<file path="src/rtl/elevator_pkg.sv">
`default_nettype none
// ============================================================================
// Module      : elevator_pkg
// Description : Shared types and defaults for the elevator scheduler/controller.
// Revision    : 1.0 - initial release
// ============================================================================
package elevator_pkg;

    localparam int c_NUM_FLOORS_DEFAULT = 4;

    typedef enum logic [1:0] {
        DIR_IDLE = 2'b00,
        DIR_UP   = 2'b01,
        DIR_DOWN = 2'b10
    } dir_t;

    typedef enum logic [1:0] {
        S_IDLE = 2'b00,
        S_UP   = 2'b01,
        S_DOWN = 2'b10
    } sched_state_t;

    function automatic dir_t state_to_dir(input sched_state_t s);
        case (s)
            S_UP:    return DIR_UP;
            S_DOWN:  return DIR_DOWN;
            default: return DIR_IDLE;
        endcase
    endfunction

endpackage
`default_nettype wire

</file>
<file path="src/rtl/elevator_look_picker.sv">
`default_nettype none
// ============================================================================
// Module      : elevator_look_picker
// Description : Combinational search of pending calls relative to the car.
// Revision    : 1.0 - initial release
// ============================================================================
module elevator_look_picker #(
    parameter int NUM_FLOORS = 4,
    parameter int FLOOR_W    = $clog2(NUM_FLOORS)
) (
    input  logic [NUM_FLOORS-1:0] pending,
    input  logic [FLOOR_W-1:0]    current_floor,
    output logic                  any_above,
    output logic                  any_below,
    output logic [FLOOR_W-1:0]    lowest_above,
    output logic [FLOOR_W-1:0]    highest_below,
    output logic [FLOOR_W-1:0]    nearest
);

    logic [FLOOR_W-1:0] w_dist_up;
    logic [FLOOR_W-1:0] w_dist_dn;

    // Scan direction makes the last hit the closest one on each side.
    always_comb begin
        any_above     = 1'b0;
        any_below     = 1'b0;
        lowest_above  = '0;
        highest_below = '0;
        for (int f = NUM_FLOORS - 1; f >= 0; f--) begin
            if (pending[f] && (FLOOR_W'(f) > current_floor)) begin
                any_above    = 1'b1;
                lowest_above = FLOOR_W'(f);
            end
        end
        for (int f = 0; f < NUM_FLOORS; f++) begin
            if (pending[f] && (FLOOR_W'(f) < current_floor)) begin
                any_below     = 1'b1;
                highest_below = FLOOR_W'(f);
            end
        end
    end

    assign w_dist_up = lowest_above - current_floor;
    assign w_dist_dn = current_floor - highest_below;

    // Equal distance resolves to the floor below (the lower one).
    always_comb begin
        nearest = highest_below;
        if (!any_below) begin
            nearest = lowest_above;
        end else if (any_above && (w_dist_up < w_dist_dn)) begin
            nearest = lowest_above;
        end
    end

endmodule
`default_nettype wire

</file>
<file path="src/rtl/elevator_call_scheduler.sv">
`default_nettype none
// ============================================================================
// Module      : elevator_call_scheduler
// Description : Latches floor calls and picks the next target using LOOK.
//               Optional emergency recall to the lobby under EMERG_RECALL_EN.
// Revision    : 1.0 - initial release
// ============================================================================
module elevator_call_scheduler
    import elevator_pkg::*;
#(
    parameter int NUM_FLOORS = c_NUM_FLOORS_DEFAULT,
    parameter int FLOOR_W    = $clog2(NUM_FLOORS)
) (
    input  logic                  clk,
    input  logic                  rst_n,
    input  logic [NUM_FLOORS-1:0] call_btn,
    input  logic [FLOOR_W-1:0]    current_floor,
    input  logic                  served,
`ifdef EMERG_RECALL_EN
    input  logic                  emerg_recall,
    output logic                  recall_active,
`endif
    output logic [FLOOR_W-1:0]    target_floor,
    output logic                  target_valid,
    output logic [1:0]            sched_dir,
    output logic [NUM_FLOORS-1:0] pending
);

    sched_state_t          r_state, w_state_nxt;
    dir_t                  r_dir, w_dir_nxt;
    logic [NUM_FLOORS-1:0] r_pending, w_pending_nxt, w_clr;
    logic [FLOOR_W-1:0]    r_target, w_target_nxt, w_cur;
    logic                  r_valid, w_valid_nxt, w_cur_pending;
    logic                  w_any_above, w_any_below;
    logic [FLOOR_W-1:0]    w_lowest_above, w_highest_below, w_nearest;

    // Out-of-range floor codes only exist when NUM_FLOORS is not a power of two.
    generate
        if (NUM_FLOORS == (1 << FLOOR_W)) begin : g_cur_direct
            assign w_cur = current_floor;
        end else begin : g_cur_clamp
            assign w_cur = (current_floor > FLOOR_W'(NUM_FLOORS - 1)) ?
                           FLOOR_W'(NUM_FLOORS - 1) : current_floor;
        end
    endgenerate

    assign w_clr         = served ? (NUM_FLOORS'(1) << w_cur) : '0;
    assign w_cur_pending = r_pending[w_cur];

    elevator_look_picker #(
        .NUM_FLOORS (NUM_FLOORS),
        .FLOOR_W    (FLOOR_W)
    ) u_picker (
        .pending       (r_pending),
        .current_floor (w_cur),
        .any_above     (w_any_above),
        .any_below     (w_any_below),
        .lowest_above  (w_lowest_above),
        .highest_below (w_highest_below),
        .nearest       (w_nearest)
    );

    always_comb begin
        w_state_nxt   = r_state;
        w_target_nxt  = r_target;
        w_valid_nxt   = r_valid;
        w_pending_nxt = (r_pending | call_btn) & ~w_clr;
        case (r_state)
            S_IDLE: begin
                if (r_pending == '0) begin
                    w_valid_nxt = 1'b0;
                end else if (w_cur_pending) begin
                    w_target_nxt = w_cur;
                    w_valid_nxt  = 1'b1;
                end else begin
                    w_target_nxt = w_nearest;
                    w_valid_nxt  = 1'b1;
                    w_state_nxt  = (w_nearest > w_cur) ? S_UP : S_DOWN;
                end
            end
            S_UP: begin
                w_valid_nxt = 1'b1;
                if (w_any_above) begin
                    w_target_nxt = w_lowest_above;
                end else if (w_any_below) begin
                    w_state_nxt  = S_DOWN;
                    w_target_nxt = w_highest_below;
                end else if (w_cur_pending) begin
                    w_target_nxt = w_cur;
                end else begin
                    w_state_nxt = S_IDLE;
                    w_valid_nxt = 1'b0;
                end
            end
            S_DOWN: begin
                w_valid_nxt = 1'b1;
                if (w_any_below) begin
                    w_target_nxt = w_highest_below;
                end else if (w_any_above) begin
                    w_state_nxt  = S_UP;
                    w_target_nxt = w_lowest_above;
                end else if (w_cur_pending) begin
                    w_target_nxt = w_cur;
                end else begin
                    w_state_nxt = S_IDLE;
                    w_valid_nxt = 1'b0;
                end
            end
            default: begin
                w_state_nxt = S_IDLE;
                w_valid_nxt = 1'b0;
            end
        endcase
        w_dir_nxt = state_to_dir(w_state_nxt);
`ifdef EMERG_RECALL_EN
        // Recall overrides everything and leaves the FSM idle for a clean restart.
        if (emerg_recall) begin
            w_pending_nxt = '0;
            w_state_nxt   = S_IDLE;
            w_target_nxt  = '0;
            w_valid_nxt   = 1'b1;
            w_dir_nxt     = (w_cur == '0) ? DIR_IDLE : DIR_DOWN;
        end
`endif
    end

    always_ff @(posedge clk or negedge rst_n) begin
        if (!rst_n) begin
            r_state   <= S_IDLE;
            r_dir     <= DIR_IDLE;
            r_pending <= '0;
            r_target  <= '0;
            r_valid   <= 1'b0;
        end else begin
            r_state   <= w_state_nxt;
            r_dir     <= w_dir_nxt;
            r_pending <= w_pending_nxt;
            r_target  <= w_target_nxt;
            r_valid   <= w_valid_nxt;
        end
    end

`ifdef EMERG_RECALL_EN
    logic r_recall;

    always_ff @(posedge clk or negedge rst_n) begin
        if (!rst_n) begin
            r_recall <= 1'b0;
        end else begin
            r_recall <= emerg_recall;
        end
    end

    assign recall_active = r_recall;
`endif

    assign target_floor = r_target;
    assign target_valid = r_valid;
    assign sched_dir    = r_dir;
    assign pending      = r_pending;

endmodule
`default_nettype wire

</file>
<file path="config.mk">
export PLATFORM = sky130hd
export DESIGN_NAME = elevator_call_scheduler
export DESIGN_NICKNAME = d
export VERILOG_FILES = /design/src/rtl/elevator_pkg.sv /design/src/rtl/elevator_look_picker.sv /design/src/rtl/elevator_call_scheduler.sv
export SDC_FILE = /design/constraint.sdc
export NUM_CORES = 1
export LEC_CHECK = 0
export CORE_ASPECT_RATIO = 1.1
export CORE_MARGIN = 4
export CORE_UTILIZATION = 28
export DETAILED_ROUTE_END_ITERATION = 6
export PLACE_DENSITY = 0.49
export SLEW_MARGIN = 40
export SYNTH_ARGS = -nofsm -noshare
export SYNTH_HDL_FRONTEND = slang
export SYNTH_HIERARCHICAL = 1
export SYNTH_SLANG_ARGS = --single-unit
</file>
<file path="constraint.sdc">
create_clock -name clk -period 2.96 [get_ports clk]
set_clock_uncertainty 0.15 [all_clocks]
set_input_delay 0.592 -clock clk [delete_from_list [all_inputs] [get_ports clk]]
set_output_delay 0.592 -clock clk [all_outputs]
set_load 0.02 [all_outputs]
</file>
==> flow_summary.toml, run 1 <==
[sta]
rsz0062_at_grt = "true"
finalSetupViolations = 4
max_freq_mhz = 315
report.final.slew_viol_count = 0
fin_crit_sh_pct = 107
final_hold_viol_count = 0
postLayoutSetupSlackWorst_ps = -210
hold_slack_ps = 445
final.min_clock_period_ps = 3170
relSlewSlack_pct = 56.4
worstMarginPinSlew_ps = 648

[flow_run]
maxCapViolCount = 0

[drt]
wirelength_mm = 2.80
ant_nets = 0
via_per_inst = 4.90
post_drt_wl_per_cell_um = 12.7
drc = 0
drt_first_pass_iters = 4
vias = 1083
drt_iter0_markers = 12

[finish]
regArea_um2 = 277
antennaDiodeCount = 0
final_cells = 221
area_growth_pct = 52.5
nFillCells = 362
post-route-util_pct = 44.6
drive_above_1_share_pct = 33.9
nets = 190
multiInputGateArea_um2 = 836

[die]
die-area_um2 = 4870
die_w_um = 66.9
core_um2 = 3650
die_h_um = 72.8
row_count = 23
io_pins = 18
start_util_pct = 29.2

[min_path]
hp-start = "target_floor[1]"
worstHoldPathCells = 2
min_path_type = "register to register"
whs_endpoint = "target_floor[1]"

[synth]
ys_ff_latch = 11
yosys_warnings = 6
syn_area_per_cell_um2 = 8.22
synth.distinct_cells = 39
syn-cell-area_um2 = 1070
yosysSeqAreaShare_pct = 25.8
syn_inst = 130
synth_fp_nets = 148

[clock_network]
cts_sinks = 11
ctsHoldBuffers = 0
path_clk_slew_ps = 50
clockBufferDepth = 2
cts_tree = "done"
cts_root_buf = "clkbuf_8"
h-tree-depth = 1
clock_latency_ps = 230
cts_buffers = 3

[worst_setup_path]
endpoint_kind = "register"
start_kind = "primary input"
critPathSlowestCell = "ha_1"
r2r_slack_ps = -140
r2r_end = "sched_dir[1]"
reg2reg_depth = 17
r2r-start = "pending[2]"
crit_path_frequent_cell = "a21oi_2"
path_class = "primary input to register"
slowest_delay_ps = 290
cp_cell_sequence = "buf_8, nand2b_4, nor2_4, a31oi_4, ha_2, xor2_1, ha_1, a21oi_2, a21boi_2, o2bb2ai_1, inv_1, ha_4, nor2b_4, o21ai_4, o31a_1, a21oi_2, buf_4, nor4_2"
cp_max_fo = 5
cp.arrival_ps = 3130
required_ps = 2920

[place]
io_buffers = 17
place_inst = 212
dp_hpwl_mm = 2.20
finalWeightedCongestion = 0.753

[global_routing]
grt_pass1_vias = 1081
grt.total_usage_pct = 12.6
antenna_found_initial = 0
grt_first_pass_wirelength_mm = 4.87
grt_overflow = 0
grt_max_degree = 12

[pwr]
p_leak_nw = 0.714
ir_drop_mv = 0.361
powerDensity_nw_per_um2 = 617

[run_status]
violations = "setup timing"
status = "complete, but fails checks"
[layout by cell type (no fill, tap or decap), types with 2 or more instances in the layout]
cell type,instances
a21oi_1,9
a21oi_2,3
a31oi_1,4
buf_4,24
buf_6,2
clkbuf_8,3
clkdlybuf4s50_1,15
dfrtp_1,10
ha_1,5
ha_2,2
ha_4,2
inv_1,11
mux2i_1,2
nand2_1,10
nand2_4,2
nand2b_1,4
nand2b_4,2
nand3_1,2
nor2_1,13
nor2b_1,2
o211ai_1,2
o21ai_0,7
o21ai_2,3
o22a_1,2
o22ai_1,2
o32ai_1,2
xor2_1,2
[Yosys cell counts]
master	count	area (um^2)
a22oi_1	1	7.51
o21ai_1	1	5.00
o2111ai_1	1	8.76
nand2b_4	1	13.8
nand3_1	2	10.0
inv_1	11	41.3
nand2b_1	5	31.3
nor4_1	2	12.5
nor3b_2	1	12.5
a31oi_2	1	12.5
o311ai_1	1	8.76
a31oi_1	4	25.0
nand2_1	12	45.0
a21boi_2	1	11.3
ha_1	9	113
nor2_1	15	56.3
clkbuf_1	2	7.51
o31a_1	1	8.76
o21ai_2	2	17.5
a21oi_1	11	55.1
o22a_1	2	17.5
o22ai_1	2	12.5
o32ai_1	2	17.5
mux4_2	1	22.5
a21oi_2	1	8.76
and2b_1	1	7.51
xor2_1	2	17.5
nor3_1	1	5.00
mux2i_1	2	20.0
o2bb2ai_1	1	8.76
a22oi_2	1	12.5
buf_6	3	33.8
nor2b_1	3	18.8
o211ai_1	2	15.0
mux2_2	1	11.3
o21ai_0	8	40.0
and2_1	1	6.26
o221ai_2	1	15.0
dfrtp_1	11	275
[kinds of logic after synthesis]
family,count (synthesis),synth area share (%)
XOR/XNOR,2,1.64
AND/OR/NAND/NOR,44,20.5
multiplexers,4,5.03
flip-flops,11,25.8
buffers and inverters,16,7.73
AO/OA/AOI/OAI,44,28.8
adder cells (fa/ha/maj),9,10.5
[timing repair]
action,in CTS,in global routing
setup endpoints to repair,6,4
resized for setup,18,12
buffers inserted,1,4
pin swaps,8,9
[where the power goes]
part           switching, mW  internal [mW]  total (mW)  leakage (nW)
registers             0.0393          0.197       0.237         0.127
clock network         0.0541         0.0944       0.149        0.0228
logic                  0.324          0.296       0.620         0.564
total                  0.417          0.588        1.00         0.714
[critical path, delay by kind of cell]
family | cells | cell delay (ps)
compound gates | 7 | 950
xor+xnor | 1 | 160
fa+ha+maj | 3 | 660
buf+inv | 3 | 330
simple gates | 4 | 430
[per-layer routing]
metal  global-route usage [%]  vias to the layer above  part of all wire [%]
met5                        0                        -                     0
met4                     4.73                        0                   1.6
met3                    0.924                        6                   1.2
met2                     20.7                       15                    50
met1                     17.2                      513                    47
li1                         -                      549                     -
[registers in the layout, summed over array words and instances, names as in the netlist]
signal	cells
pending	4
r_state	2
sched_dir	2
target_floor	2
target_valid	1
[worst max-delay path by stage]
stage | from | end | slack, ps | depth (start not counted)
after floorplan | current_floor[0] | sched_dir[0] | -120 | 16
after global placement | current_floor[1] | sched_dir[0] | -940 | 17
after detailed placement | current_floor[1] | sched_dir[0] | -940 | 16
after CTS | current_floor[0] | sched_dir[0] | -180 | 17
after global routing | current_floor[0] | sched_dir[1] | -330 | 17
final | current_floor[0] | sched_dir[1] | -210 | 18
[stage by stage]
stage	worst slack [ps]	instance area, um^2	setup TNS, ps	power (mW)
after floorplan	-122	1110	-322	0.580
after global placement	-941	1440	-4030	0.758
after detailed placement	-943	1440	-4080	0.760
after CTS	-183	1530	-490	0.935
after global routing	-332	1630	-1080	1.08
final	-210	1630	-567	1.01
[layout make-up]
type                            count  area share [%]
Tap cell                           50            3.84
Sequential cell                    11            17.0
Inverter                           11            2.53
Timing Repair Buffer               42            22.6
Multi-Input combinational cell    103            51.3
Clock buffer                        4            2.76
No activity file was read; power rests on OpenSTA's default activity.
==> run 2, diff against run 1 <==
- PLACE_DENSITY: 0.49 -> 0.48
- clock period: 2.96 -> 3.2 ns (I/O delays scaled with it)
==> run 2 against run 1 <==
Flip-flop and latch count unchanged. Largest power group unchanged. Worst hold slack worse by 15 ps. The run now ends clean. Combinational power down 13%.
==> flow_summary.toml, run 2 (synthesis results as in run 1) <==
[drt]
drt_first_pass_iters = 5
wirelength_mm = 2.81
vias = 1052
post_drt_wl_per_cell_um = 13.0
ant_nets = 0
via_per_inst = 4.87
drt_iter0_markers = 25
drc = 0

[finish]
antennaDiodeCount = 0
final_common_cell = "buf_4"
nets = 185
regArea_um2 = 277
drive_above_1_share_pct = 31.9
final_area_um2 = 1580
mostFrequentLayoutCells = "19 x buf_4, 15 x clkdlybuf4s50_1, 13 x nor2_1, 11 x inv_1"
multiInputGateArea_um2 = 823
area_growth_pct = 47.9
nFillCells = 387
largest_reg_flops = 4

[worst_setup_path]
cp_cell_sequence = "buf_8, nand2b_4, nor2_4, a31oi_4, ha_2, xor2_1, ha_1, a21oi_2, a21boi_2, o2bb2ai_1, inv_1, ha_4, nor2b_4, o21ai_4, o31a_1, a21oi_2, nor3b_2"
endpoint_kind = "register"
path_class = "primary input to register"
cp_max_fo = 4
r2r-start = "pending[2]"
reg2reg_depth = 15
slowest_delay_ps = 300
r2r_end = "sched_dir[0]"
crit_path_frequent_cell = "a21oi_2"
r2r_slack_ps = 150
start_kind = "primary input"
critPathSlowestCell = "ha_1"
cp.arrival_ps = 3160
required_ps = 3210

[clock_network]
ctsHoldBuffers = 0
cts_tree = "done"
clockBufferDepth = 2
clock_latency_ps = 240
cts_root_buf = "clkbuf_8"
cts_buffers = 3
h-tree-depth = 1
cts_sinks = 11
path_clk_slew_ps = 50

[pwr]
ir_drop_mv = 0.471
powerDensity_nw_per_um2 = 569
p_leak_nw = 0.685

[min_path]
hp-start = "target_floor[1]"
worstHoldPathCells = 2
whs_endpoint = "target_floor[1]"
min_path_type = "register to register"

[run_status]
status = "finished, final reports clean"

[place]
dp_hpwl_mm = 2.23
io_buffers = 17
finalWeightedCongestion = 0.809
dp_slack_ps = -829
placed_cell_area_um2 = 1410

[sta]
rsz0062_at_grt = "true"
relSlewSlack_pct = 51.0
worstMarginPinSlew_ps = 729
fin_crit_sh_pct = 98.3
postLayoutSetupSlackWorst_ps = 55.0
report.final.slew_viol_count = 0
final.min_clock_period_ps = 3150
final_hold_viol_count = 0
max_freq_mhz = 318
finalSetupViolations = 0

[die]
die_w_um = 66.9
core_um2 = 3650
row_count = 23
start_util_pct = 29.2
die-area_um2 = 4870
io_pins = 18
die_h_um = 72.8

[global_routing]
antenna_found_initial = 0
grt_pass1_vias = 1067
grt_max_degree = 12
grt_overflow = 0
grt.total_usage_pct = 12.8
grt_first_pass_wirelength_mm = 4.78

[flow_run]
maxCapViolCount = 0
run 2: stage by stage:
| stage | utilization (%) | instances | setup TNS [ps] | hold WS [ps] | power [mW] |
|---|---|---|---|---|---|
| floorplan | - | 130 | 0 | 194 | 0.533 |
| global placement | 38.4 | 208 | -3190 | 436 | 0.695 |
| detailed placement | 38.4 | 208 | -3410 | 423 | 0.702 |
| CTS | 41.5 | 215 | -49.6 | 436 | 0.867 |
| global route | 43.2 | 216 | -68.4 | 475 | 0.969 |
| finish | 43.2 | 216 | 0 | 430 | 0.899 |
run 2: how the worst max path moves through the flow:
stage,start,to,slack [ps],cells past startpoint
floorplan,current_floor[1],sched_dir[0],4,15
detailed placement,current_floor[1],sched_dir[1],-830,16
global route,current_floor[0],sched_dir[0],-70,17
CTS,current_floor[0],sched_dir[0],-50,17
finish,current_floor[0],sched_dir[0],60,17
global placement,current_floor[1],sched_dir[1],-820,16
run 2: worst max-delay path: cells and delay by family:
kind	cells	cell delay, ps
and+or+nand+nor	4	550
xor gates and xnor gates	1	150
buffers and inverters	2	190
adders and majority gates	3	670
AOI/OAI and AO/OA	7	930
run 2: metal layers:
metal  GRT usage, %  routed length, um  share of wire (%)  vias up
met5              0                  0                  0        -
met4           3.60                 19               0.68        0
met3           3.24                 83                3.0        2
met2           22.9               1450                 52       18
met1           14.8               1260                 45      491
li1               -                  -                  -      541
run 2: repair_timing:
action,CTS,global route
buffers inserted,3,1
resized for setup,21,9
gates cloned,0,0
endpoints found under the setup margin,4,4
pin swaps,11,14
run 2: cell type report:
cell class | count | share of cell area (%)
flip-flops and latches | 11 | 17.5
repair buffers | 37 | 20.9
well taps | 50 | 3.96
clock inverters | 1 | 0.317
clock buffers | 3 | 2.61
inverters | 11 | 2.61
multi-input cells | 103 | 52.1
run 2: power by group:
group	internal, mW	switching [mW]
clock network	0.0855	0.0519
logic	0.255	0.286
registers	0.183	0.0378
total	0.523	0.375
==> run 3, diff against run 2 <==
--- a/constraint.sdc
+++ b/constraint.sdc
@@ -4,2 +4,2 @@
 set_output_delay 0.64 -clock clk [all_outputs]
-set_load 0.02 [all_outputs]
+set_load 0.05 [all_outputs]
==> run 3 against run 2 <==
Wire length shrank 4.0%. Sequential power about the same. Clock power decreased by 4%. Critical path type unchanged. Critical endpoint unchanged. Highest routed layer unchanged.
==> flow_summary.toml, run 3 (synthesis results as in run 1) <==
[sta]
rsz0062_at_grt = "true"
final_hold_viol_count = 0
worstMarginPinSlew_ps = 701
relSlewSlack_pct = 52.8
hold_slack_ps = 450
finalSetupViolations = 0
max_freq_mhz = 317
final.min_clock_period_ps = 3160
report.final.slew_viol_count = 0
fin_crit_sh_pct = 98.7

[pwr]
p_total_mw = 0.932
ir_drop_mv = 0.481
p_leak_nw = 0.664
powerDensity_nw_per_um2 = 606

[die]
start_util_pct = 29.2
core_um2 = 3650
die_h_um = 72.8
io_pins = 18
die_w_um = 66.9
row_count = 23
die-area_um2 = 4870

[clock_network]
cts_tree = "done"
path_clk_slew_ps = 50
cts_buffers = 3
clock_latency_ps = 230
h-tree-depth = 1
cts_root_buf = "clkbuf_8"
cts_sinks = 11
clockBufferDepth = 2
ctsHoldBuffers = 0

[worst_setup_path]
cp_cell_sequence = "buf_6, nand2b_4, buf_6, o221ai_4, o21ai_2, xor2_1, ha_1, a21oi_2, a21boi_2, o2bb2ai_2, inv_1, ha_1, nand2_1, o21ai_2, o31a_1, a21oi_2, nor3b_2"
critPathSlowestCell = "ha_1"
path_buf_inv = 3
cp_max_fo = 3
endpoint_kind = "register"
cpLargestDelayFamily = "compound AO/OA/AOI/OAI gates"
r2r_slack_ps = 140
start_kind = "primary input"
startpoint = "current_floor[0]"
cp.arrival_ps = 3160
r2r-start = "pending[2]"
crit_cells = 17
slowest_delay_ps = 300
endpoint = "sched_dir[0]"
r2r_end = "sched_dir[0]"
path_class = "primary input to register"
reg2reg_depth = 15
required_ps = 3200

[global_routing]
grt_max_degree = 13
antenna_found_initial = 0
grt_pass1_vias = 1092
grt.total_usage_pct = 12.4
grt_overflow = 0
grt_first_pass_wirelength_mm = 4.82

[finish]
drive_above_1_share_pct = 29.9
mostFrequentLayoutCells = "17 x buf_4, 15 x clkdlybuf4s50_1, 13 x nor2_1, 11 x inv_1, 11 x nand2_1"
largest_reg_flops = 4
antennaDiodeCount = 0
final_common_cell = "buf_4"
area_growth_pct = 43.9
nets = 183

[place]
finalWeightedCongestion = 0.814
io_buffers = 17
dp_hpwl_mm = 2.14

[drt]
drc = 0
drt_first_pass_iters = 4
ant_nets = 0
post_drt_wl_per_cell_um = 12.6
vias = 1053
wirelength_mm = 2.70
via_per_inst = 4.92
drt_iter0_markers = 19

[run_status]
status = "finished, final reports clean"

[flow_run]
maxCapViolCount = 0

[min_path]
min_path_type = "register to register"
==> run 3: stage by stage <==
stage	area, um^2	TNS, ps	std cells	utilization (%)	worst slack, ps
global placement	1400	-2630	209	38.3	-702
finish	1540	0	214	42.1	42.6
CTS	1510	-20.3	214	41.2	-20.3
detailed placement	1400	-3200	209	38.3	-778
global route	1540	-432	214	42.1	-166
floorplan	1080	0	130	-	27.1
==> run 3: report_power, final <==
part	internal [mW]	leakage, nW	switching, mW
Clock	0.0869	0.0228	0.0451
Combinational	0.235	0.514	0.343
Sequential	0.183	0.127	0.0384
==> run 3: final cells by class <==
cell class | count | area, um^2
sequential | 11 | 278
clock buffer | 4 | 45.0
fill | 385 | 2120
tap | 50 | 62.6
multi-input combinational | 103 | 800
timing repair buffer | 35 | 312
inverter | 11 | 41.3
==> run 3: worst min path at each step <==
stage / startpoint / endpoint / cells past startpoint
after floorplan: rst_n / pending[0] / 0
after global placement: target_floor[1] / target_floor[1] / 2
after detailed placement: target_floor[1] / target_floor[1] / 2
after CTS: target_floor[1] / target_floor[1] / 2
after global routing: target_floor[0] / target_floor[0] / 2
final: target_floor[0] / target_floor[0] / 2
==> run 3: timing repair <==
| item | in CTS | in global routing |
|---|---|---|
| gates resized for setup | 19 | 6 |
| setup buffers | 1 | 0 |
| pin swaps | 11 | 11 |
| endpoints found under the setup margin | 4 | 4 |
==> run 3: worst min-delay path, cell delays in order, from the launching register on <==
cell and delay [ps]:
dfrtp_1 400, nor2_1 110, a31oi_1 50
==> run 3: routing by layer <==
metal	vias up	track usage [%]	share of wire, %
met1	499	16.4	44
li1	536	-	-
met5	-	0	0
met3	2	1.39	3.4
met4	0	3.38	0.96
met2	16	21.3	51
